## src/rtl/sbqm_queue_ctrl.sv

```systemverilog
`default_nettype none
// ============================================================================
// Module      : sbqm_queue_ctrl
// Description : Bank-queue manager with synchronised gate sensors, saturating
//               people counter and a multi-cycle restoring-divider wait estimate.
// Revision    : 1.0 - initial release
// ============================================================================
module sbqm_queue_ctrl #(
    parameter int MAX_PEOPLE = 7,
    parameter int TELLER_W   = 2,
    parameter int SERVICE_T  = 3,
    parameter int WAIT_W     = 5,
    localparam int CNT_W     = $clog2(MAX_PEOPLE + 1),
    localparam int NUM_W     = $clog2(SERVICE_T * (MAX_PEOPLE + 2**TELLER_W - 2) + 1)
) (
    input  logic                Clk,
    input  logic                Reset,
    input  logic                SenseIn,
    input  logic                SenseOut,
    input  logic [TELLER_W-1:0] TellerCount,
    output logic [CNT_W-1:0]    PeopleCount,
    output logic                FullFlag,
    output logic                EmptyFlag,
    output logic                RejectIn,
    output logic                RejectOut,
    output logic [WAIT_W-1:0]   WaitTime,
    output logic                WaitValid
);

    localparam int STEP_W = $clog2(NUM_W + 1);

    localparam logic [1:0] S_IDLE = 2'd0;
    localparam logic [1:0] S_LOAD = 2'd1;
    localparam logic [1:0] S_DIV  = 2'd2;
    localparam logic [1:0] S_DONE = 2'd3;

    logic                r_syncIn1, r_syncIn2, r_prevIn;
    logic                r_syncOut1, r_syncOut2, r_prevOut;
    logic [TELLER_W-1:0] r_tellerReg;
    logic [CNT_W-1:0]    r_count;
    logic                r_rejectIn, r_rejectOut;

    logic [1:0]          r_state;
    logic [CNT_W-1:0]    r_opCount;
    logic [TELLER_W-1:0] r_opTeller;
    logic [NUM_W-1:0]    r_num;
    logic [NUM_W-1:0]    r_quo;
    logic [TELLER_W-1:0] r_rem;
    logic [STEP_W-1:0]   r_step;
    logic [WAIT_W-1:0]   r_waitTime;
    logic                r_waitValid;

    logic                w_inc, w_dec, w_full, w_empty, w_opChange;
    logic [NUM_W-1:0]    w_sum, w_num;
    logic [TELLER_W:0]   w_trial;
    logic                w_geq;
    logic [TELLER_W-1:0] w_diff;
    logic [WAIT_W-1:0]   w_quoSat, w_result;

    assign w_inc      = r_syncIn2 & ~r_prevIn;
    assign w_dec      = r_syncOut2 & ~r_prevOut;
    assign w_full     = (r_count == CNT_W'(MAX_PEOPLE));
    assign w_empty    = (r_count == '0);
    assign w_opChange = ({r_count, r_tellerReg} != {r_opCount, r_opTeller});

    // Numerator only matters when both operands are non-zero; it then fits NUM_W.
    assign w_sum = NUM_W'(r_opCount) + NUM_W'(r_opTeller) - NUM_W'(1);
    assign w_num = NUM_W'(SERVICE_T) * w_sum;

    assign w_trial = {r_rem, r_num[NUM_W-1]};
    assign w_geq   = (w_trial >= {1'b0, r_opTeller});
    assign w_diff  = w_trial[TELLER_W-1:0] - r_opTeller;

    generate
        if (NUM_W > WAIT_W) begin : g_sat
            assign w_quoSat = (|r_quo[NUM_W-1:WAIT_W]) ? {WAIT_W{1'b1}} : r_quo[WAIT_W-1:0];
        end else begin : g_noSat
            assign w_quoSat = WAIT_W'(r_quo);
        end
    endgenerate

    assign w_result = (r_opCount == '0)  ? '0 :
                      (r_opTeller == '0) ? {WAIT_W{1'b1}} : w_quoSat;

    always_ff @(posedge Clk) begin
        if (Reset) begin
            r_syncIn1   <= 1'b0;
            r_syncIn2   <= 1'b0;
            r_prevIn    <= 1'b0;
            r_syncOut1  <= 1'b0;
            r_syncOut2  <= 1'b0;
            r_prevOut   <= 1'b0;
            r_tellerReg <= '0;
            r_count     <= '0;
            r_rejectIn  <= 1'b0;
            r_rejectOut <= 1'b0;
            r_state     <= S_IDLE;
            r_opCount   <= '0;
            r_opTeller  <= '0;
            r_num       <= '0;
            r_quo       <= '0;
            r_rem       <= '0;
            r_step      <= '0;
            r_waitTime  <= '0;
            r_waitValid <= 1'b1;
        end else begin
            r_syncIn1   <= SenseIn;
            r_syncIn2   <= r_syncIn1;
            r_prevIn    <= r_syncIn2;
            r_syncOut1  <= SenseOut;
            r_syncOut2  <= r_syncOut1;
            r_prevOut   <= r_syncOut2;
            r_tellerReg <= TellerCount;
            r_rejectIn  <= 1'b0;
            r_rejectOut <= 1'b0;

            if (w_inc && !w_dec) begin
                if (w_full) r_rejectIn <= 1'b1;
                else        r_count    <= r_count + CNT_W'(1);
            end else if (w_dec && !w_inc) begin
                if (w_empty) r_rejectOut <= 1'b1;
                else         r_count     <= r_count - CNT_W'(1);
            end

            // Any operand change outside IDLE abandons the division in flight.
            if (r_state != S_IDLE && w_opChange) begin
                r_state    <= S_LOAD;
                r_opCount  <= r_count;
                r_opTeller <= r_tellerReg;
            end else begin
                case (r_state)
                    S_IDLE: begin
                        if (w_opChange) begin
                            r_state     <= S_LOAD;
                            r_opCount   <= r_count;
                            r_opTeller  <= r_tellerReg;
                            r_waitValid <= 1'b0;
                        end
                    end
                    S_LOAD: begin
                        r_num   <= w_num;
                        r_quo   <= '0;
                        r_rem   <= '0;
                        r_step  <= '0;
                        r_state <= S_DIV;
                    end
                    S_DIV: begin
                        r_rem  <= w_geq ? w_diff : w_trial[TELLER_W-1:0];
                        r_quo  <= {r_quo[NUM_W-2:0], w_geq};
                        r_num  <= {r_num[NUM_W-2:0], 1'b0};
                        r_step <= r_step + STEP_W'(1);
                        if (r_step == STEP_W'(NUM_W - 1)) r_state <= S_DONE;
                    end
                    S_DONE: begin
                        r_waitTime  <= w_result;
                        r_waitValid <= 1'b1;
                        r_state     <= S_IDLE;
                    end
                    default: r_state <= S_IDLE;
                endcase
            end
        end
    end

    assign PeopleCount = r_count;
    assign FullFlag    = w_full;
    assign EmptyFlag   = w_empty;
    assign RejectIn    = r_rejectIn;
    assign RejectOut   = r_rejectOut;
    assign WaitTime    = r_waitTime;
    assign WaitValid   = r_waitValid;

endmodule
`default_nettype wire
```

## config.mk

```make
export PLATFORM = sky130hd
export DESIGN_NAME = sbqm_queue_ctrl
export DESIGN_NICKNAME = d
export VERILOG_FILES = /design/src/rtl/sbqm_queue_ctrl.sv
export SDC_FILE = /design/constraint.sdc
export NUM_CORES = 1
export LEC_CHECK = 0
export BUFFER_PORTS_ARGS = -buffer_cell sky130_fd_sc_hd__buf_2
export CORE_MARGIN = 2
export CORE_UTILIZATION = 40
export DETAILED_ROUTE_END_ITERATION = 16
export GPL_ROUTABILITY_DRIVEN = 1
export PLACE_DENSITY = 0.54
export SLEW_MARGIN = 25
export SYNTH_ARGS = -nofsm -noshare
export SYNTH_HDL_FRONTEND = slang
export SYNTH_SLANG_ARGS = --single-unit
```

## constraint.sdc

```tcl
create_clock -name Clk -period 5.7 [get_ports Clk]
set_input_delay 0.855 -clock Clk [delete_from_list [all_inputs] [get_ports Clk]]
set_output_delay 0.855 -clock Clk [all_outputs]
set_load 0.03 [all_outputs]
```

* Yosys cells after proc, flatten, opt, wreduce, memory -nomap -nowiden
Cells that the tools add are included.
** Word-level totals
- Bits of input ports :: 6
- Register bits :: 41
- Output and inout bits :: 13
- Word-level logic and storage cells :: 97
** Operators by class
- Reductions and logical operators :: 25
- Add/subtract/negate cells :: 6
- Equality and inequality tests :: 12
- $lt $le $gt $ge :: 1
- Mux-type cells :: 25
- Bitwise operators :: 7
- $mul :: 1
** Operator list (count)
- $mux W3 :: 7
- $pmux W5 S2 :: 2
- $mux W2 :: 6
- $reduce_bool A2 Y1 :: 6
- $mux W5 :: 2
- $reduce_and A2 Y1 :: 5
- $pmux W2 S4 :: 1
- $add A3 B1 Y3 const B :: 2
- $eq A3 B3 Y1 const B :: 2
- $logic_not A3 Y1 :: 2
- $ne A2 B2 Y1 const B :: 3
- $ne A3 B3 Y1 const B :: 2
- $pmux W3 S2 :: 1
- $reduce_and A3 Y1 :: 2
- $mul A2 B5 Y5 const A :: 1
- $ne A5 B5 Y1 :: 1
- $not A1 Y1 :: 5
- $sub A4 B1 Y5 const B :: 1
- $add A3 B2 Y4 :: 1
- $eq A2 B2 Y1 const B :: 2
- $logic_not A2 Y1 :: 2
- $mux W1 :: 4
- $pmux W2 S2 :: 1
- $reduce_or A2 Y1 :: 2
- 10 further kinds :: 14

* Depth between registers and ports, before layout
Gate-level depths: netlist of run 1.
- Word-level depth :: 6
- Depth in mapped cells :: 12
- Depth with buffers taken out :: 12

* Worst setup path after synthesis of run 1
No wires, ideal clock.
- Path type :: reg-to-reg
- Start :: register r_opTeller[1]
- End :: register r_num[4]
- Buffers on the path :: 0
- Stages on the path, launching flop included :: 13
- Setup slack :: 3.022 ns
- Required time :: 5.614 ns
- Library setup time :: 0.086 ns
- Clock period less this slack :: 2.678 ns
- Data arrival time :: 2.592 ns
- Path through :: dfxtp_1 > inv_1 > ha_1 > inv_1 > ha_1 > inv_1 > fa_1 > ha_1 > a21oi_1 > nor2_1 > or3_1 > a21o_1 > a221oi_2
** Between the ends
- Cells in the longest elaborated chain, start to end :: 4
- Elaborated cells between the ends (all ways) :: 8
- Classes of those cells :: add/sub (2); mul (1); eq/ne (1); mux (1); bitwise (1); reduce/logical (2)
** RTL lines
- start: declaration :: RTL line 45 : logic [TELLER_W-1:0] r_opTeller;
- start signal: assignment :: RTL line 129 : r_opTeller <= r_tellerReg;
- start signal: assignment :: RTL line 136 : r_opTeller <= r_tellerReg;
- $add A3 B2 Y4 / $ne A5 B5 Y1 (equally long branches) :: RTL line 67, 64
- $sub A4 B1 Y5 / $logic_and A1 B1 Y1 (equally long branches) :: RTL line 67, 126
- $mul A2 B5 Y5 / $not A1 Y1 (equally long branches)
- $pmux W5 S2 / $reduce_and A2 Y1 (equally long branches)
- end signal: assignment :: RTL line 141 : r_num <= w_num;
- end signal: assignment :: RTL line 150 : r_num <= {r_num[NUM_W-2:0], 1'b0};
- end: declaration :: RTL line 46 : logic [NUM_W-1:0] r_num;
Several ways; a longest one is shown, not always the timed one.
A chain may end at the register's enable or synchronous reset.

* Worst setup path in the final report of run 1
Same ends and word-level chain as after synthesis.

==> reports/qor.yml, run 1 <==
worst_ir_drop_vdd_v: 0.000168
dieArea_mm2: 0.00584
finalMaxSlewViolations: 0
drv_cap: 0
clockRootBuffer: "clkbuf_8"
first_pass_iters: 4
routabilityCongestion: 0.756
slowest_delay_ps: 470
syn_inst: 228
cp_max_fo: 3
status: "finished, final reports clean"
synthArstFlopShare_pct: 0
ys_types: 39
viasPerCell: 4.74
final_util_pct: 45.7
nFillCells: 524
synth.net_count: 254
drt_iter0_drc: 92
crit_chain: "inv_1 -> ha_1 -> inv_1 -> ha_1 -> inv_1 -> fa_1 -> ha_1 -> a21oi_1 -> nor2_1 -> or3_1 -> a21o_1 -> a221oi_2"
nets: 268
yosysWarnings: 0
tns_ps: 0
p_total_uw: 850
synthesis.area_mm2: 0.00210
initial_core_util_pct: 41.4
setup_viol: 0
period_share_pct: 50.3
grt_overflow: 0
final.setup_skew_ps: 6.82
pre_cts_slack_ps: 2880
clk_pin_slew_ps: 80
top_level_ports: 19
antenna_found_initial: 0
die_y_um: 76.5
h-tree-depth: 2
core_area_mm2: 0.00507
ctsHoldBuffers: 0
start_kind: "flip-flop"
diodes: 0
route.detailed.drc: 0
io_buffers: 18
path_class: "reg2reg"
final_common_cell: "dfxtp_1"
fin_ws_ps: 2830
ys_seq_area_share_pct: 39.1
grt.total_usage_pct: 13.7
crit_path_end_kind: "flip-flop"
cts.sinks: 41
cts_setup_buffers: 0
slew_headroom_pct: 46.9
grt_start_max_net_pins: 44
cts_buffer_depth: 2
clk_latency_ps: 290
routed_wl_um: 3640
hold_class: "reg2reg"
synth_flop_cell: "dfxtp_1"
dr_total_vias: 1483
grt_pass1_vias: 1401
slowest_stage: "fa_1"
fmax_ghz: 0.349
drive_gt1_share_pct: 13.6
cts_tree: "built"
synth_edf_count: 0
area_delta_synth_final_pct: 10.4
worst_pin_slew_ps: 796
avgSynthCellArea_um2: 9.21
hold_viol_final: 0
ant_nets: 0
synth-seq-cells: 41
grt_setup_unrepaired: "no"
dp_hpwl_um: 2470
grt_pass1_wl_um: 6510
cts_resized: 0
worstPathRequired_ps: 5900
die_width_um: 76.5
p_per_area_mw_per_mm2: 366
final_cell_mix: "dfxtp_1, inv_1, buf_2"
num_rows: 26
cts-buffers-inserted: 5
wl_per_cell_um: 11.6
arrival_ps: 3070
min_period_ps: 2870
p_leak_uw: 0.000967
[cells by family after synthesis]
logic type                 share of synthesized area [%]
AOI/OAI and AO/OA                                   10.8
xor gates and xnor gates                            5.36
adders and majority gates                           13.9
buffers and inverters                               6.20
DFF                                                 39.1
muxes                                               5.78
and+or+nand+nor                                     18.8
[path summary, 6_finish.rpt]
path	from	to	slack, ps	depth (start not counted)
setup / recovery	r_opTeller[1]$_SDFFE_PP0P_	r_num[4]$_SDFFE_PP0P_	2830	12
hold / removal	r_syncOut1$_SDFF_PP0_	r_syncOut2$_SDFF_PP0_	450	1
setup reg to reg	r_opTeller[1]$_SDFFE_PP0P_	r_num[4]$_SDFFE_PP0P_	2830	12
hold reg to reg	r_syncOut1$_SDFF_PP0_	r_syncOut2$_SDFF_PP0_	450	1
[stage by stage]
| step | area, um2 | cells | hold WS (ps) |
|---|---|---|---|
| floorplan | 2100 | 228 | 414 |
| global placement | 2220 | 305 | 416 |
| detailed placement | 2220 | 305 | 432 |
| CTS | 2320 | 313 | 452 |
| global route | 2320 | 313 | 459 |
| finish | 2320 | 313 | 446 |
[cell usage after synthesis, drive strengths merged (2+ instances only)]
cell	number	share of area, %
a211oi	2	0.71
a21o	2	0.71
a21oi	16	4.0
a221oi	2	1.4
and3	4	1.4
buf	4	1.4
clkbuf	7	1.3
dfxtp	41	39
fa	4	3.8
ha	16	9.5
inv	20	3.6
mux2i	11	5.2
nand2	17	3.0
nand2b	8	2.4
nand3	9	2.1
nor2	12	2.1
nor2b	16	4.8
nor3	3	0.95
o21ai	9	2.1
or3	2	0.60
xnor2	7	2.9
xor2	5	2.4
[sequential cells by signal, summed over array words and instances, names as in the netlist]
| name | cells |
|---|---|
| PeopleCount | 3 |
| RejectIn | 1 |
| RejectOut | 1 |
| WaitTime | 5 |
| WaitValid | 1 |
| r_num | 5 |
| r_opCount | 3 |
| r_opTeller | 2 |
| r_prevIn | 1 |
| r_prevOut | 1 |
| r_quo | 5 |
| r_rem | 2 |
| r_state | 2 |
| r_step | 3 |
| r_syncIn1 | 1 |
| r_syncIn2 | 1 |
| r_syncOut1 | 1 |
| r_syncOut2 | 1 |
| r_tellerReg | 2 |
[routing by layer]
layer	GRT usage, %	routed length, um
met1	17.6	1780
met2	22.2	1670
met3	2.96	139
met4	6.00	55
met5	0	0
[final cells by class]
class                   count  area (um2)  area share, %
clock buffers               6        82.6           3.56
clock inverters             2        13.8          0.594
flip-flops and latches     41         821           35.4
inverters                  20        75.1           3.24
well taps                  70        87.6           3.78
repair buffers             18        90.1           3.89
multi-input cells         156        1150           49.5
[power breakdown]
part,internal (uW),switching [uW]
combinational,117,199
sequential,317,18.6
clock,98.1,99.6
total,533,317
[critical path, delay by kind of cell (launching register included)]
kind,cells,cell delay (ps)
adder cells (fa/ha/maj),4,1270
AO/OA/AOI/OAI,3,520
AND/OR/NAND/NOR,2,400
flip-flops,1,370
buffers and inverters,3,220
(Power assumes the default switching activity.)
==> run 2: changes to the inputs <==
--- a/config.mk
+++ b/config.mk
@@ -10,7 +10,7 @@
 export CORE_UTILIZATION = 40
 export DETAILED_ROUTE_END_ITERATION = 16
 export GPL_ROUTABILITY_DRIVEN = 1
-export PLACE_DENSITY = 0.54
+export PLACE_DENSITY = 0.57
 export SLEW_MARGIN = 25
 export SYNTH_ARGS = -nofsm -noshare
 export SYNTH_HDL_FRONTEND = slang
==> constraint.sdc (replaced) <==
create_clock -name Clk -period 2.3 [get_ports Clk]
set_input_delay 0.345 -clock Clk [delete_from_list [all_inputs] [get_ports Clk]]
set_output_delay 0.345 -clock Clk [all_outputs]
set_load 0.03 [all_outputs]
==> run 2 against run 1 <==
  * Register-to-register slack got worse by 3100 ps
  * Sequential share of layout area decreased by 2.1 points
  * Via count increased by 2.9%
  * Combinational power increased to 2.8 times the previous value
  * Highest routed layer unchanged
  * Total power increased to 2.6 times the previous value
  * Clock skew increased by 1.9 ps
  * Fmax increased by 11%
  * Count of clock-buffer cells in the layout increased by 1
  * Critical endpoint unchanged
  * The flow now finishes with violations (negative setup slack)
  * Largest power group is now combinational logic
  * Final cell count increased by 4.5%
  * Design area increased by 6.9%
  * Setup slack got worse by 3100 ps
==> reports/qor.yml, run 2 (same netlist as run 1, synthesis figures left out) <==
area_delta_synth_final_pct: 18.1
p_per_area_mw_per_mm2: 900  # +150%
tns_ps: -376  # -376 ps
crit_buf_inv: 3  # unchanged
violations: "negative setup slack"
slew_headroom_pct: 67.3  # +20 points
grt_pass1_vias: 1468  # +4.8%
worst_ir_drop_vdd_v: 0.000585  # +250%
met3_usage_pct: 4.03  # +1.1 points
num_rows: 26  # unchanged
fin_hold_ws_ps: 261  # -185 ps
ctsHoldBuffers: 0  # unchanged
status: "complete, but fails checks"
cts_tree: "built"
worstPathRequired_ps: 2510  # -3390 ps
clk_latency_ps: 290  # about the same
dieArea_mm2: 0.00584  # unchanged
p_int_uw: 1430  # +170%
fmax_ghz: 0.388  # +11%
min_period_ps: 2570  # -294 ps
io_buffers: 18  # unchanged
slowest_delay_ps: 440  # -30 ps
drv_cap: 0  # unchanged
busiest_layer: "met2"
grt.met1_usage_pct: 18.0  # +0.40 points
dr_total_vias: 1526  # +2.9%
combPwrFrac_pct: 39.3  # +2.1 points
gr-usage-met2_pct: 21.9  # -0.35 points
cts_buffer_depth: 2  # unchanged
cp_max_fo: 2  # -1
clk_pin_slew_ps: 80  # about the same
core_area_mm2: 0.00507  # unchanged
grt_overflow: 0  # unchanged
drive_gt1_share_pct: 24.5  # +11 points
nets: 282  # +5.2%
hold_viol_final: 0  # unchanged
cts-buffers-inserted: 5  # unchanged
arrival_ps: 2780  # -290 ps
p_switching_uw: 802  # +150%
drt_iter0_drc: 31  # -66%
wl_per_cell_um: 11.0  # -5.3%
cpLargestDelayFamily: "adder cells"
path_class: "reg2reg"
hold_class: "in2reg"
cp_common_cell: "inv_2"
setup_viol: 3  # +3
cts.sinks: 41  # unchanged
ant_nets: 0  # unchanged
grt_setup_unrepaired: "yes"
cts_setup_buffers: 0  # unchanged
final.setup_skew_ps: 8.75  # +1.94 ps
top_level_ports: 19  # unchanged
final_cell_mix: "dfxtp_1, buf_2, nand2_1"
grt_pass1_wl_um: 6560  # +0.64%
crit_path_end_kind: "flip-flop"
routed_wl_um: 3600  # -1.0%
grt.total_usage_pct: 13.8  # +0.11 points
diodes: 0  # unchanged
dp_hpwl_um: 2640  # +7.2%
grt_start_max_net_pins: 23  # -48%
crit_chain: "inv_2 -> ha_4 -> inv_2 -> ha_4 -> inv_2 -> fa_1 -> ha_1 -> a21oi_2 -> nor2_1 -> or3_1 -> a21o_1 -> a221oi_2"
worst_pin_slew_ps: 487  # -309 ps
final_common_cell: "dfxtp_1"
routabilityCongestion: 0.700  # -7.4%
period_share_pct: 112  # +62 points
initial_core_util_pct: 41.4  # unchanged
die_width_um: 76.5  # unchanged
pwr-share-clk_pct: 23.4  # about the same
p_leak_uw: 0.00104  # +7.3%
die_y_um: 76.5  # unchanged
first_pass_iters: 4  # unchanged
start_kind: "flip-flop"
power_frac_seq_pct: 37.3  # -2.2 points
h-tree-depth: 2  # unchanged
antenna_found_initial: 0  # unchanged
viasPerCell: 4.67  # -1.5%
swShare_pct: 36.0  # -1.4 points
clockRootBuffer: "clkbuf_8"
fin_ws_ps: -274  # -3110 ps
final_util_pct: 48.8  # +3.2 points
finalMaxSlewViolations: 0  # unchanged
route.detailed.drc: 0  # unchanged
slowest_stage: "fa_1"
## run 2: cell types whose count changed in the layout (fill, tap and decap cells not counted), sizes merged
cell,change
buf,+14
clkinv,-2
clkbuf,+1
inv,+1
## run 2: power by group through the flow
| stage | Combinational [uW] | Clock (uW) | Sequential [uW] |
|---|---|---|---|
| after floorplan | 648 | 0 | 861 |
| after global placement | 854 | 0 | 846 |
| after detailed placement | 851 | 0 | 849 |
| after CTS | 864 | 548 | 832 |
| after global routing | 1000 | 576 | 843 |
| final | 877 | 521 | 832 |
## run 2: worst paths after layout
| path | from | end | slack [ps] | cells after the start |
|---|---|---|---|---|
| hold / removal | TellerCount[1] | r_tellerReg[1]$_SDFF_PP0_ | 260 | 2 |
| hold reg to reg | r_syncOut1$_SDFF_PP0_ | r_syncOut2$_SDFF_PP0_ | 440 | 1 |
| setup reg to reg | r_opCount[1]$_SDFFE_PP0P_ | r_num[4]$_SDFFE_PP0P_ | -270 | 12 |
| setup / recovery | r_opCount[1]$_SDFFE_PP0P_ | r_num[4]$_SDFFE_PP0P_ | -270 | 12 |
## run 2: final cells by class
cell class / instances / area [um2]
multi-input combinational: 156 / 1190
timing repair buffer: 32 / 195
inverter: 20 / 75.1
fill: 525 / 2600
clock buffer: 7 / 96.3
sequential: 41 / 825
tap: 70 / 87.6
clock inverter: 1 / 8.76
## run 2: metal layers
metal | vias up | wire, um
met2 | 21 | 1570
li1 | 808 | -
met4 | 0 | 45
met5 | - | 0
met1 | 693 | 1860
met3 | 4 | 125
## run 2: metrics by stage
stage / power (uW) / instances / area [um2] / worst slack (ps)
4_1_cts: 2240 / 327 / 2460 / -278
6_report: 2230 / 327 / 2480 / -274
3_5_place_dp: 1700 / 319 / 2330 / -396
3_3_place_gp: 1700 / 319 / 2330 / -327
5_1_grt: 2420 / 327 / 2480 / -438
2_1_floorplan: 1510 / 228 / 2110 / -317
## run 2: what timing repair did
action / CTS / global route
resized for setup: 8 / 5
pin swaps: 7 / 2
endpoints found under the setup margin: 3 / 3
==> run 3: changes to the inputs <==
--- a/config.mk
+++ b/config.mk
@@ -5,12 +5,14 @@
 export SDC_FILE = /design/constraint.sdc
 export NUM_CORES = 1
 export LEC_CHECK = 0
+export ABC_AREA = 1
 export BUFFER_PORTS_ARGS = -buffer_cell sky130_fd_sc_hd__buf_2
 export CORE_MARGIN = 2
-export CORE_UTILIZATION = 40
+export CORE_UTILIZATION = 50
 export DETAILED_ROUTE_END_ITERATION = 16
 export GPL_ROUTABILITY_DRIVEN = 1
-export PLACE_DENSITY = 0.57
+export GPL_TIMING_DRIVEN = 0
+export PLACE_DENSITY = 0.69
 export SLEW_MARGIN = 25
 export SYNTH_ARGS = -nofsm -noshare
 export SYNTH_HDL_FRONTEND = slang
==> run 3 against run 2 <==
  * The run still ends with negative setup slack left
  * Worst hold slack got worse by 9.4 ps
  * Non-clock buffer count decreased by 4
  * Design area decreased by 1.2%
  * Register-to-register slack improved by 260 ps
  * Wire length increased by 7.9%
  * Die area decreased by 20%
==> reports/qor.yml, run 3 <==
status: "complete, but fails checks"
violations: "negative setup slack"
worst_pin_slew_ps: 572  # +85.2 ps
route.detailed.drc: 0  # unchanged
grt_pass1_vias: 1502  # +2.3%
worst_ir_drop_vdd_v: 0.000607  # +3.9%
clk_pin_slew_ps: 80  # about the same
clockRootBuffer: "clkbuf_8"
wl_per_cell_um: 10.6  # -4.1%
synth_top_cell_by_area: "dfxtp_1"
dr_total_vias: 1758  # +15%
yosysWarnings: 0  # unchanged
cts_buffer_depth: 2  # unchanged
h-tree-depth: 2  # unchanged
final.setup_skew_ps: 7.11  # -1.64 ps
slew_headroom_pct: 61.5  # -5.8 points
drive_gt1_share_pct: 17.9  # -6.6 points
hold_viol_final: 0  # unchanged
finalMaxSlewViolations: 0  # unchanged
cp_max_fo: 3  # +1
crit_path_end_kind: "flip-flop"
synth_area_leaders: "dfxtp_1, nand2_1, ha_1"
p_total_uw: 2630  # +18%
grt.total_usage_pct: 18.6  # +4.7 points
final_common_cell: "nand2_1"
initial_core_util_pct: 52.1  # +11 points
rrSetupSlack_ps: -10  # +260 ps
num_rows: 23  # -12%
fin_ws_ps: -12.8  # +261 ps
routed_wl_um: 3880  # +7.9%
crit_chain: "inv_2 -> ha_4 -> inv_2 -> ha_4 -> inv_4 -> fa_2 -> inv_2 -> fa_2 -> o21ai_1 -> o21ai_1 -> nor2_1"
ant_nets: 0  # unchanged
cp_common_cell: "inv_2"
ys_seq_area_share_pct: 39.4  # +0.28 points
final_cell_mix: "nand2_1, nor2_1, inv_1"
setup_viol: 1  # -2
synth.most_common_cell: "nand2_1"
grt_overflow: 0  # unchanged
dp_hpwl_um: 2870  # +8.7%
viasPerCell: 4.78  # +2.4%
p_per_area_mw_per_mm2: 1070  # +19%
drv_cap: 0  # unchanged
routabilityCongestion: 0.780  # +11%
first_pass_iters: 4  # unchanged
core_area_mm2: 0.00400  # -21%
tns_ps: -12.8  # +364 ps
drt_iter0_drc: 66  # +110%
grt_setup_unrepaired: "yes"
synthArstFlopShare_pct: 0  # unchanged
grt_pass1_wl_um: 6420  # -2.1%
crit_buf_inv: 4  # +1
fmax_ghz: 0.432  # +11%
top_level_ports: 19  # unchanged
synthesis.area_mm2: 0.00208  # -0.72%
die_width_um: 68.6  # -10%
synth_top_area_share_pct: 39.4  # +0.28 points
slowest_stage: "fa_2"
synthTopCellsByCount: "nand2_1, inv_1, nor2_1, dfxtp_1, o21ai_0"
cts_tree: "built"
synth-seq-cells: 41  # unchanged
area_delta_synth_final_pct: 17.5
cpLargestDelayFamily: "adder cells"
io_buffers: 18  # unchanged
path_class: "reg2reg"
dieArea_mm2: 0.00470  # -20%
synth_flop_cell: "dfxtp_1"
min_period_ps: 2310  # -261 ps
nets: 343  # +22%
synth_edf_count: 0  # unchanged
antenna_found_initial: 0  # unchanged
grt_start_max_net_pins: 13  # -43%
arrival_ps: 2510  # -270 ps
p_leak_uw: 0.00122  # +17%
hold_class: "in2reg"
syn_inst: 288  # +26%
slowest_delay_ps: 560  # +120 ps
start_kind: "flip-flop"
die_y_um: 68.6  # -10%
synth.net_count: 314  # +24%
period_share_pct: 101  # -11 points
worstPathRequired_ps: 2500  # about the same
pre_cts_slack_ps: -148  # +247 ps
avgSynthCellArea_um2: 7.24  # -21%
cts.sinks: 41  # unchanged
cts-buffers-inserted: 5  # unchanged
diodes: 0  # unchanged
ys_types: 21  # -46%
clk_latency_ps: 290  # about the same
-- run 3: power by group --
group          internal (uW)  switching, uW
Clock                    354            243
Combinational            389            699
Sequential               868           78.4
-- run 3: stage by stage --
stage	cells	area, um2	util (%)	hold slack [ps]
floorplan	288	2090	-	388
finish	368	2450	61.2	252
detailed placement	356	2240	56.1	400
global placement	356	2240	56.1	388
global route	368	2450	61.2	258
CTS	367	2410	60.3	254
-- run 3: per-layer routing --
metal  track usage, %  routed length, um
met1             24.1               1990
met2             30.0               1720
met3             4.87                110
met4             6.00                 57
met5                0                  0
-- run 3: area by class of cell --
cell class                 count  area [um2]
clock inverter                 1        30.0
clock buffer                   7        86.3
sequential                    41         826
timing repair buffer          22         120
tap                           50        62.6
fill                         383        1550
inverter                      52         200
multi-input combinational    189        1090
buffer                         6        31.3
-- run 3: repair_timing --
item / in CTS / in global routing
resized for setup: 8 / 8
endpoints found under the setup margin: 3 / 3
setup buffers: 3 / 1
pin swaps: 7 / 5
hold buffers: 0 / 0
-- run 3: worst reg2reg max path, stage by stage, from the launching register on --
cell,delay [ps]
dfxtp_2,340
inv_2,50
ha_4,230
inv_2,60
ha_4,130
inv_4,40
fa_2,560
inv_2,40
fa_2,520
o21ai_1,70
o21ai_1,140
nor2_1,50
-- run 3: kinds of logic (layout without fill, tap and decap cells) --
group / count (synthesis) / count (layout) / synth area share, %
buffers and inverters: 58 / 88 / 10.9
XOR/XNOR: 5 / 5 / 2.10
flip-flops: 41 / 41 / 39.4
AO/OA/AOI/OAI: 40 / 40 / 10.1
AND/OR/NAND/NOR: 124 / 124 / 24.1
adder cells (fa/ha/maj): 20 / 20 / 13.4
-- run 3: final timing paths --
| path | from | depth (start not counted) | to |
|---|---|---|---|
| worst max register to register | r_opCount[1]$_SDFFE_PP0P_ | 11 | r_num[2]$_SDFFE_PP0P_ |
| worst min-delay path | SenseIn | 3 | r_syncIn1$_SDFF_PP0_ |
| worst min register to register | r_syncIn1$_SDFF_PP0_ | 2 | r_syncIn2$_SDFF_PP0_ |
| worst max-delay path | r_opCount[1]$_SDFFE_PP0P_ | 11 | r_num[2]$_SDFFE_PP0P_ |
